`src/rtl/arm_defs_pkg.sv`:
```
// Shared types and constants for the write-back stage.
package arm_defs_pkg;

    localparam int DATA_W   = 32;
    localparam int REG_AW   = 4;
    localparam int NUM_REGS = 15;

    localparam logic [REG_AW-1:0] REG_PC = 4'd15;

    typedef struct packed {
        logic [REG_AW-1:0] dest;
        logic              mem_read;
        logic [DATA_W-1:0] alu_result;
    } wb_entry_t;

    // R15 (PC) has no bit in the mask, so it decodes to all zeros.
    function automatic logic [NUM_REGS-1:0] reg_onehot(input logic [REG_AW-1:0] r);
        logic [NUM_REGS-1:0] m;
        m = '0;
        for (int i = 0; i < NUM_REGS; i++) begin
            m[i] = (r == REG_AW'(i));
        end
        return m;
    endfunction

endpackage

```
`src/rtl/wb_fifo.sv`:
```
// In-order circular buffer of pending write-back entries, with a per-slot
// valid/dest view so the top level can build the hazard busy mask.
module wb_fifo
    import arm_defs_pkg::*;
#(
    parameter int DEPTH = 4
) (
    input  logic                      clk,
    input  logic                      rst,
    input  logic                      push,
    input  wb_entry_t                 push_entry,
    input  logic                      pop,
    output wb_entry_t                 head,
    output logic [$clog2(DEPTH):0]    count,
    output logic                      empty,
    output logic [DEPTH-1:0]          entry_vld,
    output logic [DEPTH*REG_AW-1:0]   entry_dest
);

    localparam int PW = $clog2(DEPTH);

    wb_entry_t         mem [DEPTH];
    logic [PW-1:0]     wr_ptr;
    logic [PW-1:0]     rd_ptr;
    logic              full;
    logic              do_push;
    logic              do_pop;

    assign full    = (count == (PW+1)'(DEPTH));
    assign empty   = (count == '0);
    assign do_push = push & ~full;
    assign do_pop  = pop & ~empty;
    assign head    = mem[rd_ptr];

    always_ff @(posedge clk or posedge rst) begin
        if (rst) begin
            wr_ptr <= '0;
            rd_ptr <= '0;
            count  <= '0;
        end else begin
            if (do_push) wr_ptr <= wr_ptr + 1'b1;
            if (do_pop)  rd_ptr <= rd_ptr + 1'b1;
            case ({do_push, do_pop})
                2'b10:   count <= count + 1'b1;
                2'b01:   count <= count - 1'b1;
                default: count <= count;
            endcase
        end
    end

    // Payload storage carries no reset; occupancy is tracked by the pointers.
    always_ff @(posedge clk) begin
        if (do_push) mem[wr_ptr] <= push_entry;
    end

    always_comb begin
        logic [PW-1:0] age;
        entry_vld  = '0;
        entry_dest = '0;
        for (int i = 0; i < DEPTH; i++) begin
            age = PW'(i) - rd_ptr;
            entry_vld[i] = ({1'b0, age} < count);
            entry_dest[i*REG_AW +: REG_AW] = mem[i].dest;
        end
    end

endmodule

```
`src/rtl/write_back_unit.sv`:
```
// WB-stage register-file writer: in-order queue, load-data merge, one retire per cycle.
// Define WB_BYPASS_EN to let a retirable entry skip an empty queue (1-edge latency).
module write_back_unit
    import arm_defs_pkg::*;
#(
    parameter int DEPTH = 4
) (
    input  logic                clk,
    input  logic                rst,
    input  logic                in_valid,
    output logic                in_ready,
    input  logic                in_wb_en,
    input  logic                in_mem_read,
    input  logic [REG_AW-1:0]   in_dest,
    input  logic [DATA_W-1:0]   in_alu_result,
    input  logic                mem_rsp_valid,
    input  logic [DATA_W-1:0]   mem_rsp_data,
    output logic                write_back_en,
    output logic [REG_AW-1:0]   dest_wb,
    output logic [DATA_W-1:0]   result_wb,
    output logic [NUM_REGS-1:0] busy_mask,
    output logic                rsp_err
);

    localparam int CW = $clog2(DEPTH) + 1;

    wb_entry_t               push_entry;
    wb_entry_t               head;
    logic [CW-1:0]           fifo_count;
    logic                    fifo_empty;
    logic [DEPTH-1:0]        entry_vld;
    logic [DEPTH*REG_AW-1:0] entry_dest;

    logic accept;
    logic in_write;
    logic head_retire;
    logic byp_vld_p0;
    logic push;
    logic rsp_used;

    assign in_ready    = (fifo_count < CW'(DEPTH));
    assign accept      = in_valid & in_ready;
    assign in_write    = accept & in_wb_en & (in_dest != REG_PC);
    assign head_retire = ~fifo_empty & (~head.mem_read | mem_rsp_valid);

`ifdef WB_BYPASS_EN
    assign byp_vld_p0  = in_write & fifo_empty & (~in_mem_read | mem_rsp_valid);
`else
    assign byp_vld_p0  = 1'b0;
`endif

    assign push        = in_write & ~byp_vld_p0;
    assign rsp_used    = (head_retire & head.mem_read) | (byp_vld_p0 & in_mem_read);
    assign push_entry  = '{dest: in_dest, mem_read: in_mem_read, alu_result: in_alu_result};

    wb_fifo #(
        .DEPTH (DEPTH)
    ) u_fifo (
        .clk        (clk),
        .rst        (rst),
        .push       (push),
        .push_entry (push_entry),
        .pop        (head_retire),
        .head       (head),
        .count      (fifo_count),
        .empty      (fifo_empty),
        .entry_vld  (entry_vld),
        .entry_dest (entry_dest)
    );

    // Write-port stage: registered so the negedge register-file write sees stable values.
    always_ff @(posedge clk or posedge rst) begin
        if (rst) begin
            write_back_en <= 1'b0;
            dest_wb       <= '0;
            result_wb     <= '0;
            rsp_err       <= 1'b0;
        end else begin
            if (head_retire) begin
                write_back_en <= 1'b1;
                dest_wb       <= head.dest;
                result_wb     <= head.mem_read ? mem_rsp_data : head.alu_result;
            end else if (byp_vld_p0) begin
                write_back_en <= 1'b1;
                dest_wb       <= in_dest;
                result_wb     <= in_mem_read ? mem_rsp_data : in_alu_result;
            end else begin
                write_back_en <= 1'b0;
            end
            if (mem_rsp_valid & ~rsp_used) rsp_err <= 1'b1;
        end
    end

    always_comb begin
        busy_mask = '0;
        for (int i = 0; i < DEPTH; i++) begin
            if (entry_vld[i]) busy_mask = busy_mask | reg_onehot(entry_dest[i*REG_AW +: REG_AW]);
        end
        if (write_back_en) busy_mask = busy_mask | reg_onehot(dest_wb);
    end

endmodule
```
`config.mk`:
```
export PLATFORM = sky130hd
export DESIGN_NAME = write_back_unit
export DESIGN_NICKNAME = d
export VERILOG_FILES = /design/src/rtl/arm_defs_pkg.sv /design/src/rtl/wb_fifo.sv /design/src/rtl/write_back_unit.sv
export SDC_FILE = /design/constraint.sdc
export NUM_CORES = 1
export LEC_CHECK = 0
export CAP_MARGIN = 20
export CORE_ASPECT_RATIO = 1.75
export CORE_MARGIN = 2
export CORE_UTILIZATION = 40
export CTS_CLUSTER_DIAMETER = 40
export DETAILED_ROUTE_END_ITERATION = 12
export HOLD_SLACK_MARGIN = 0.06
export PLACE_DENSITY_LB_ADDON = 0.15
export REMOVE_ABC_BUFFERS = 1
export SYNTH_ARGS = -nofsm -noshare
export SYNTH_HDL_FRONTEND = slang
export SYNTH_SLANG_ARGS = --single-unit
```
`constraint.sdc`:
```
create_clock -name clk -period 3.1 [get_ports clk]
set_input_delay 0.62 -clock clk [delete_from_list [all_inputs] [get_ports clk]]
set_output_delay 0.62 -clock clk [all_outputs]
set_load 0.05 [all_outputs]
```
==> flow_metrics.tcl, run 1 <==
set metrics [dict create \
    switching_share_pct 41.2 \
    synthArstFlopShare_pct 23.3 \
    fin_crit_sh_pct 103 \
    fin_util_pct 53.8 \
    drcViolationCount 0 \
    drv_cap 0 \
    die_area_um2 22500 \
    rows 70 \
    rsz0062_at_grt "yes" \
    critical_path_class "flip-flop to primary output" \
    syn_area_um2 8500 \
    die_w_um 114 \
    worstPathMaxFanout 6 \
    finalWirelength_um 24400 \
    area_growth_pct 31.9 \
    finalCriticalPeriod_ns 3.18 \
    synthFlopType "edfxtp_1" \
    port_buffers 127 \
    skew_ns 0.0177 \
    final_nets 808 \
    crit_path_top_delay_cell "dfrtp_4" \
    clock_power_share_pct 18.5 \
    cp-end-kind "primary output" \
    grt-ovfl-total 0 \
    wl_per_cell_um 24.6 \
    setup_violations 15 \
    p_sw_w 0.00465 \
    relSlewSlack_pct 51.1 \
    cts_sinks 193 \
    comb_power_share_pct 49.9 \
    grt_pass1_wl_um 36700 \
    cp_num_buf_inv 3 \
    drtIter0Drc 396 \
    cts_tree "yes" \
    gp_congestion 0.922 \
    post-dp-hpwl_um 17000 \
    grt_pass1_vias 6141 \
    syn_area_per_cell_um2 14.8 \
    drive_gt1_share_pct 22.5 \
    pwr-share-seq_pct 31.6 \
    hold_viol 0 \
    violations "negative setup slack" \
    cts_buffer_depth 2 \
    numCtsBuffers 17 \
    core-area_um2 20800 \
    max_freq_mhz 314 \
    die_h_um 197 \
    grt_usage_pct 22.3 \
    worst-slew-pin-transition_ns 0.733 \
    pre_cts_slack_ns 0.199 \
    clock-root-buffer "clkbuf_16" \
    setup_slack_ns -0.0823 \
    fill_cells 1727 \
    num_vias 5833 \
    start_util_pct 40.8 \
    synthCells 574 \
    clk_pin_slew_ns 0.08 \
    max-vdd-ir-drop_mv 0.643 \
    synth_cell_types 44 \
    status "finished, violations left" \
    cts_max_level 4 \
    power_density_nw_per_um2 1010 \
    ant_nets 0 \
    first_pass_iters 8 \
    intPower_w 0.00665 \
    crit_required_ns 2.48 \
    p_leak_nw 3.99 \
    cp_top_family "flip-flops" \
    antenna_found_initial 0 \
    synth-seq-area-share_pct 65.5 \
    crit_arrival_ns 2.56 \
    vias_per_cell 5.89 \
    slowest_delay_ns 0.50 \
    hp-class "flip-flop to flip-flop" \
    ioPinCount 128 \
    ys_warn_count 0 \
    startpoint_type "flip-flop" \
    synth_edf_count 148 \
    clock_latency_ns 0.43 \
    grt_max_degree 64 \
    ys_ff_latch 193 \
    final_max_slew_viol_count 0 \
    path_cells "xnor2_2 > inv_1 > ha_1 > nor2b_4 > a2111oi_2 > buf_4 > a22oi_1 > nand3_1 > buf_12" \
]
flip-flops by register name, summed over array words and instances (netlist names):
| signal | count |
|---|---|
| u_fifo.wr_ptr | 2 |
| u_fifo.rd_ptr | 2 |
| result_wb | 32 |
| u_fifo.count | 3 |
| dest_wb | 4 |
| rsp_err | 1 |
| u_fifo.mem | 148 |
| write_back_en | 1 |
logic make-up (layout without fill, tap and decap cells):
group	after synthesis	count (layout)	share of synthesized area (%)
AND/OR/NAND/NOR	123	123	7.04
multiplexers	76	76	10.2
flip-flops	193	193	65.5
XOR/XNOR	6	6	0.618
adder cells (fa/ha/maj)	10	10	1.56
buffers and inverters	55	218	3.05
other	0	1	0
AO/OA/AOI/OAI	111	111	12.0
per-stage QoR:
step	hold WS, ns	setup TNS (ns)	instances	total power, W	cell area [µm²]
2_1_floorplan	0.535	-83.80	539	0.00690	8320
3_3_place_gp	0.446	0	956	0.00892	10400
3_5_place_dp	0.460	0	956	0.00901	10400
4_1_cts	0.477	-0.608	988	0.0113	11100
5_1_grt	0.499	-2.39	989	0.0118	11200
6_report	0.469	-0.701	990	0.0113	11200
synth_stat cells, types with 2 or more instances:
master,number,area [µm²]
mux2i_1,35,350
o21ai_1,2,10.0
nor3b_1,2,15.0
nor2_1,12,45.0
edfxtp_1,148,4440
a21o_1,2,15.0
nand4_1,11,68.8
xnor2_1,5,43.8
buf_4,3,22.5
a2111oi_2,7,105
buf_1,4,15.0
nand2_1,47,176
nor2b_1,15,93.8
and2_1,5,31.3
a221o_1,32,320
buf_2,15,75.1
a22oi_1,16,120
nand3_1,24,120
buf_6,3,33.8
mux4_2,5,113
dfrtp_1,45,1130
o32ai_1,32,280
mux2_2,35,394
a2111oi_0,6,52.6
ha_1,9,113
a32oi_1,8,70.1
clkbuf_1,10,37.5
a21oi_1,2,10.0
inv_1,19,71.3
final cells by class:
type | instances | area, µm² | share of cell area, %
antenna | 1 | 2.50 | 0.0223
clock inverter | 11 | 106 | 0.949
multi-input combinational | 326 | 2890 | 25.8
sequential | 193 | 5580 | 49.7
timing repair buffer | 166 | 1780 | 15.9
clock buffer | 21 | 460 | 4.11
inverter | 20 | 75.1 | 0.670
tap | 252 | 315 | 2.81
cell usage in the layout (no fill, tap or decap), drive strengths merged, types with 2 or more instances in the layout:
| master | n |
|---|---|
| edfxtp | 148 |
| clkdlybuf4s50 | 112 |
| buf | 54 |
| nand2 | 48 |
| dfrtp | 45 |
| mux2 | 36 |
| mux2i | 35 |
| o32ai | 32 |
| a221o | 32 |
| nand3 | 24 |
| inv | 21 |
| clkbuf | 21 |
| a22oi | 16 |
| nor2b | 15 |
| a2111oi | 14 |
| nor2 | 12 |
| nand4 | 11 |
| ha | 9 |
| a32oi | 8 |
| clkinvlp | 6 |
| mux4 | 5 |
| xnor2 | 5 |
| and2 | 5 |
| clkinv | 3 |
| o21ai | 3 |
| a21oi | 2 |
| nor3b | 2 |
| a21o | 2 |
metal layers:
| layer | wire length [µm] | track usage (%) |
|---|---|---|
| met1 | 8480 | 22.8 |
| met2 | 14000 | 43.0 |
| met3 | 813 | 3.47 |
| met4 | 1050 | 10.6 |
| met5 | 0 | 0 |
timing repair:
item,4_1_cts,5_1_grt
resized for setup,27,11
hold buffers,0,0
setup buffers,0,1
setup endpoints to repair,15,15
pin swaps,17,9
cloned,0,0
power by group through the flow:
stage	sequential [W]	clock [W]	combinational, W
final	0.00357	0.00209	0.00564
after global placement	0.00358	0	0.00534
after CTS	0.00357	0.00214	0.00559
after floorplan	0.00459	0	0.00231
after global routing	0.00361	0.00224	0.00596
after detailed placement	0.00360	0	0.00541
final timing paths:
| kind | from | endpoint | slack, ns | cells past startpoint |
|---|---|---|---|---|
| max | u_fifo.rd_ptr[1] | busy_mask[1] | -0.08 | 9 |
| min | rsp_err | rsp_err | 0.47 | 1 |
| max reg2reg | u_fifo.rd_ptr[1] | u_fifo.count[2] | 0.55 | 12 |
| min reg2reg | rsp_err | rsp_err | 0.47 | 1 |
| max in group asynchronous | rst | result_wb[6] | 1.96 | 3 |
| min in group asynchronous | rst | u_fifo.rd_ptr[0] | 0.52 | 2 |
(Power assumes the default switching activity.)
==> run 2: changes to the inputs <==
- CORE_ASPECT_RATIO: 1.75 -> unset
==> run 2 against run 1 <==
Largest cell class unchanged; fmax grew 0.87%; critical endpoint is now busy_mask[14]; register-to-register slack lost 0.20 ns; count of clock-buffer cells in the layout fell by 4; wire length down 13%; hold slack lost 0.015 ns; critical path type unchanged; final area up 0.49%; global-route usage shrank 2.6 points; the flow still finishes with violations (negative setup slack).
==> flow_metrics.tcl, run 2 (synthesis gave the netlist of run 1 again) <==
set metrics [dict create \
    status "finished, violations left" \
    violations "negative setup slack" \
    grt-ovfl-total 0 \
    drtIter0Drc 350 \
    final_common_cell "edfxtp_1" \
    drive_gt1_share_pct 21.2 \
    setup_violations 13 \
    clock_latency_ns 0.43 \
    cts_max_level 4 \
    antenna_cells 0 \
    largest_register "u_fifo.mem" \
    wl_per_cell_um 21.2 \
    grt_pass1_wl_um 33000 \
    worstPathMaxFanout 4 \
    startpoint_type "flip-flop" \
    r2r_end "u_fifo.count[2]" \
    hold_viol 0 \
    cts_buffer_depth 2 \
    antenna_found_initial 0 \
    power_density_nw_per_um2 1020 \
    r2r_setup_slack_ns 0.35 \
    setup_slack_ns -0.0547 \
    first_pass_iters 5 \
    pre_cts_slack_ns 0.149 \
    most-common-layout-cells "edfxtp_1 (148), clkdlybuf4s50_1 (112), nand2_1 (45)" \
    fill_cells 1734 \
    drcViolationCount 0 \
    post-dp-hpwl_um 14300 \
    ant_nets 0 \
    rsz0062_at_grt "yes" \
    port_buffers 127 \
    area_growth_pct 32.5 \
    crit_arrival_ns 2.53 \
    timing.rr.start "u_fifo.rd_ptr[1]" \
    largest_reg_flops 148 \
    num_vias 5641 \
    numCtsBuffers 17 \
    clock-root-buffer "clkbuf_16" \
    die_w_um 150 \
    final_nets 799 \
    worst-slew-pin-transition_ns 0.655 \
    hp-class "flip-flop to flip-flop" \
    holdCritStartpoint "rsp_err" \
    cts_sinks 193 \
    finalWirelength_um 21300 \
    cts_tree "yes" \
    cp-end-kind "primary output" \
    die_h_um 150 \
    critical_path_class "flip-flop to primary output" \
    vias_per_cell 5.62 \
    grt_usage_pct 19.6 \
    p_leak_nw 3.98 \
    skew_ns 0.0212 \
    largestRegisters "u_fifo.mem: 148 flops, result_wb: 32 flops, dest_wb: 4 flops" \
    postCtsHoldBufs 0 \
    start_util_pct 40.6 \
    min_path_cells 1 \
    grt_pass1_vias 5801 \
    tns_ns -0.313 \
    finalCriticalPeriod_ns 3.15 \
    worstHoldEndpoint "rsp_err" \
    max-vdd-ir-drop_mv 0.457 \
    clk_pin_slew_ns 0.07 \
    fin_crit_sh_pct 102 \
    core-area_um2 21000 \
    reg2reg_depth 12 \
    gp_congestion 0.840 \
    drv_cap 0 \
    relSlewSlack_pct 56.3 \
    grt_max_degree 52 \
    final_max_slew_viol_count 0 \
    die_area_um2 22400 \
    ioPinCount 128 \
    rows 53 \
    max_freq_mhz 317 \
    crit_required_ns 2.48 \
]
==> run 2: report_power, final <==
group	leakage (nW)	total, W	switching [W]	internal [W]
clock	0.296	0.00230	0.000944	0.00136
sequential	1.87	0.00357	0.000330	0.00324
combinational	1.81	0.00557	0.00329	0.00228
==> run 2: layout make-up <==
cell class,instances,area [µm²],area share (%)
Clock buffer,17,425,3.78
Clock inverter,15,206,1.83
Inverter,20,75.1,0.666
Multi-Input combinational cell,326,2900,25.8
Sequential cell,193,5580,49.5
Tap cell,275,344,3.05
Timing Repair Buffer,157,1740,15.4
==> run 2: stage by stage <==
| stage | hold WS, ns | utilization, % | cell area [µm²] | std cells | total power (W) |
|---|---|---|---|---|---|
| 6_report | 0.454 | 53.8 | 11300 | 1003 | 0.0114 |
| 4_1_cts | 0.461 | 53.4 | 11200 | 1002 | 0.0114 |
| 2_1_floorplan | 0.535 | - | 8320 | 539 | 0.00690 |
| 3_3_place_gp | 0.442 | 49.7 | 10400 | 969 | 0.00881 |
| 5_1_grt | 0.485 | 53.8 | 11300 | 1003 | 0.0120 |
| 3_5_place_dp | 0.447 | 49.7 | 10400 | 969 | 0.00885 |
==> run 2: timing repair <==
action,4_1_cts,5_1_grt
buffers inserted,1,1
endpoints found under the setup margin,15,15
gates resized for setup,26,11
pin swaps,16,13
==> run 2: worst max-delay path by stage <==
| stage | startpoint | to | slack, ns |
|---|---|---|---|
| after global placement | u_fifo.rd_ptr[1] | busy_mask[12] | 0.24 |
| after detailed placement | u_fifo.rd_ptr[1] | busy_mask[10] | 0.15 |
| after global routing | u_fifo.rd_ptr[1] | busy_mask[14] | -0.16 |
| final | u_fifo.rd_ptr[1] | busy_mask[14] | -0.05 |
| after CTS | u_fifo.rd_ptr[1] | busy_mask[7] | -0.02 |
| after floorplan | u_fifo.rd_ptr[1] | u_fifo.count[2] | -2.17 |
==> run 2: per-layer routing <==
layer  up-vias  routed length (µm)  track usage [%]
li1       2581                   -                -
met1      2870                9170             26.4
met4         0                 357             6.46
met2       168               10600             32.1
met3        22                1130             3.96
met5         -                   0                0
==> run 2: worst max-delay path: stages, from the launching register on <==
cell and delay (ns):
dfrtp_4 0.52, xnor2_4 0.19, ha_1 0.25, nor2b_4 0.16, a2111oi_4 0.49, a32oi_1 0.17
nand4_1 0.17, buf_12 0.16
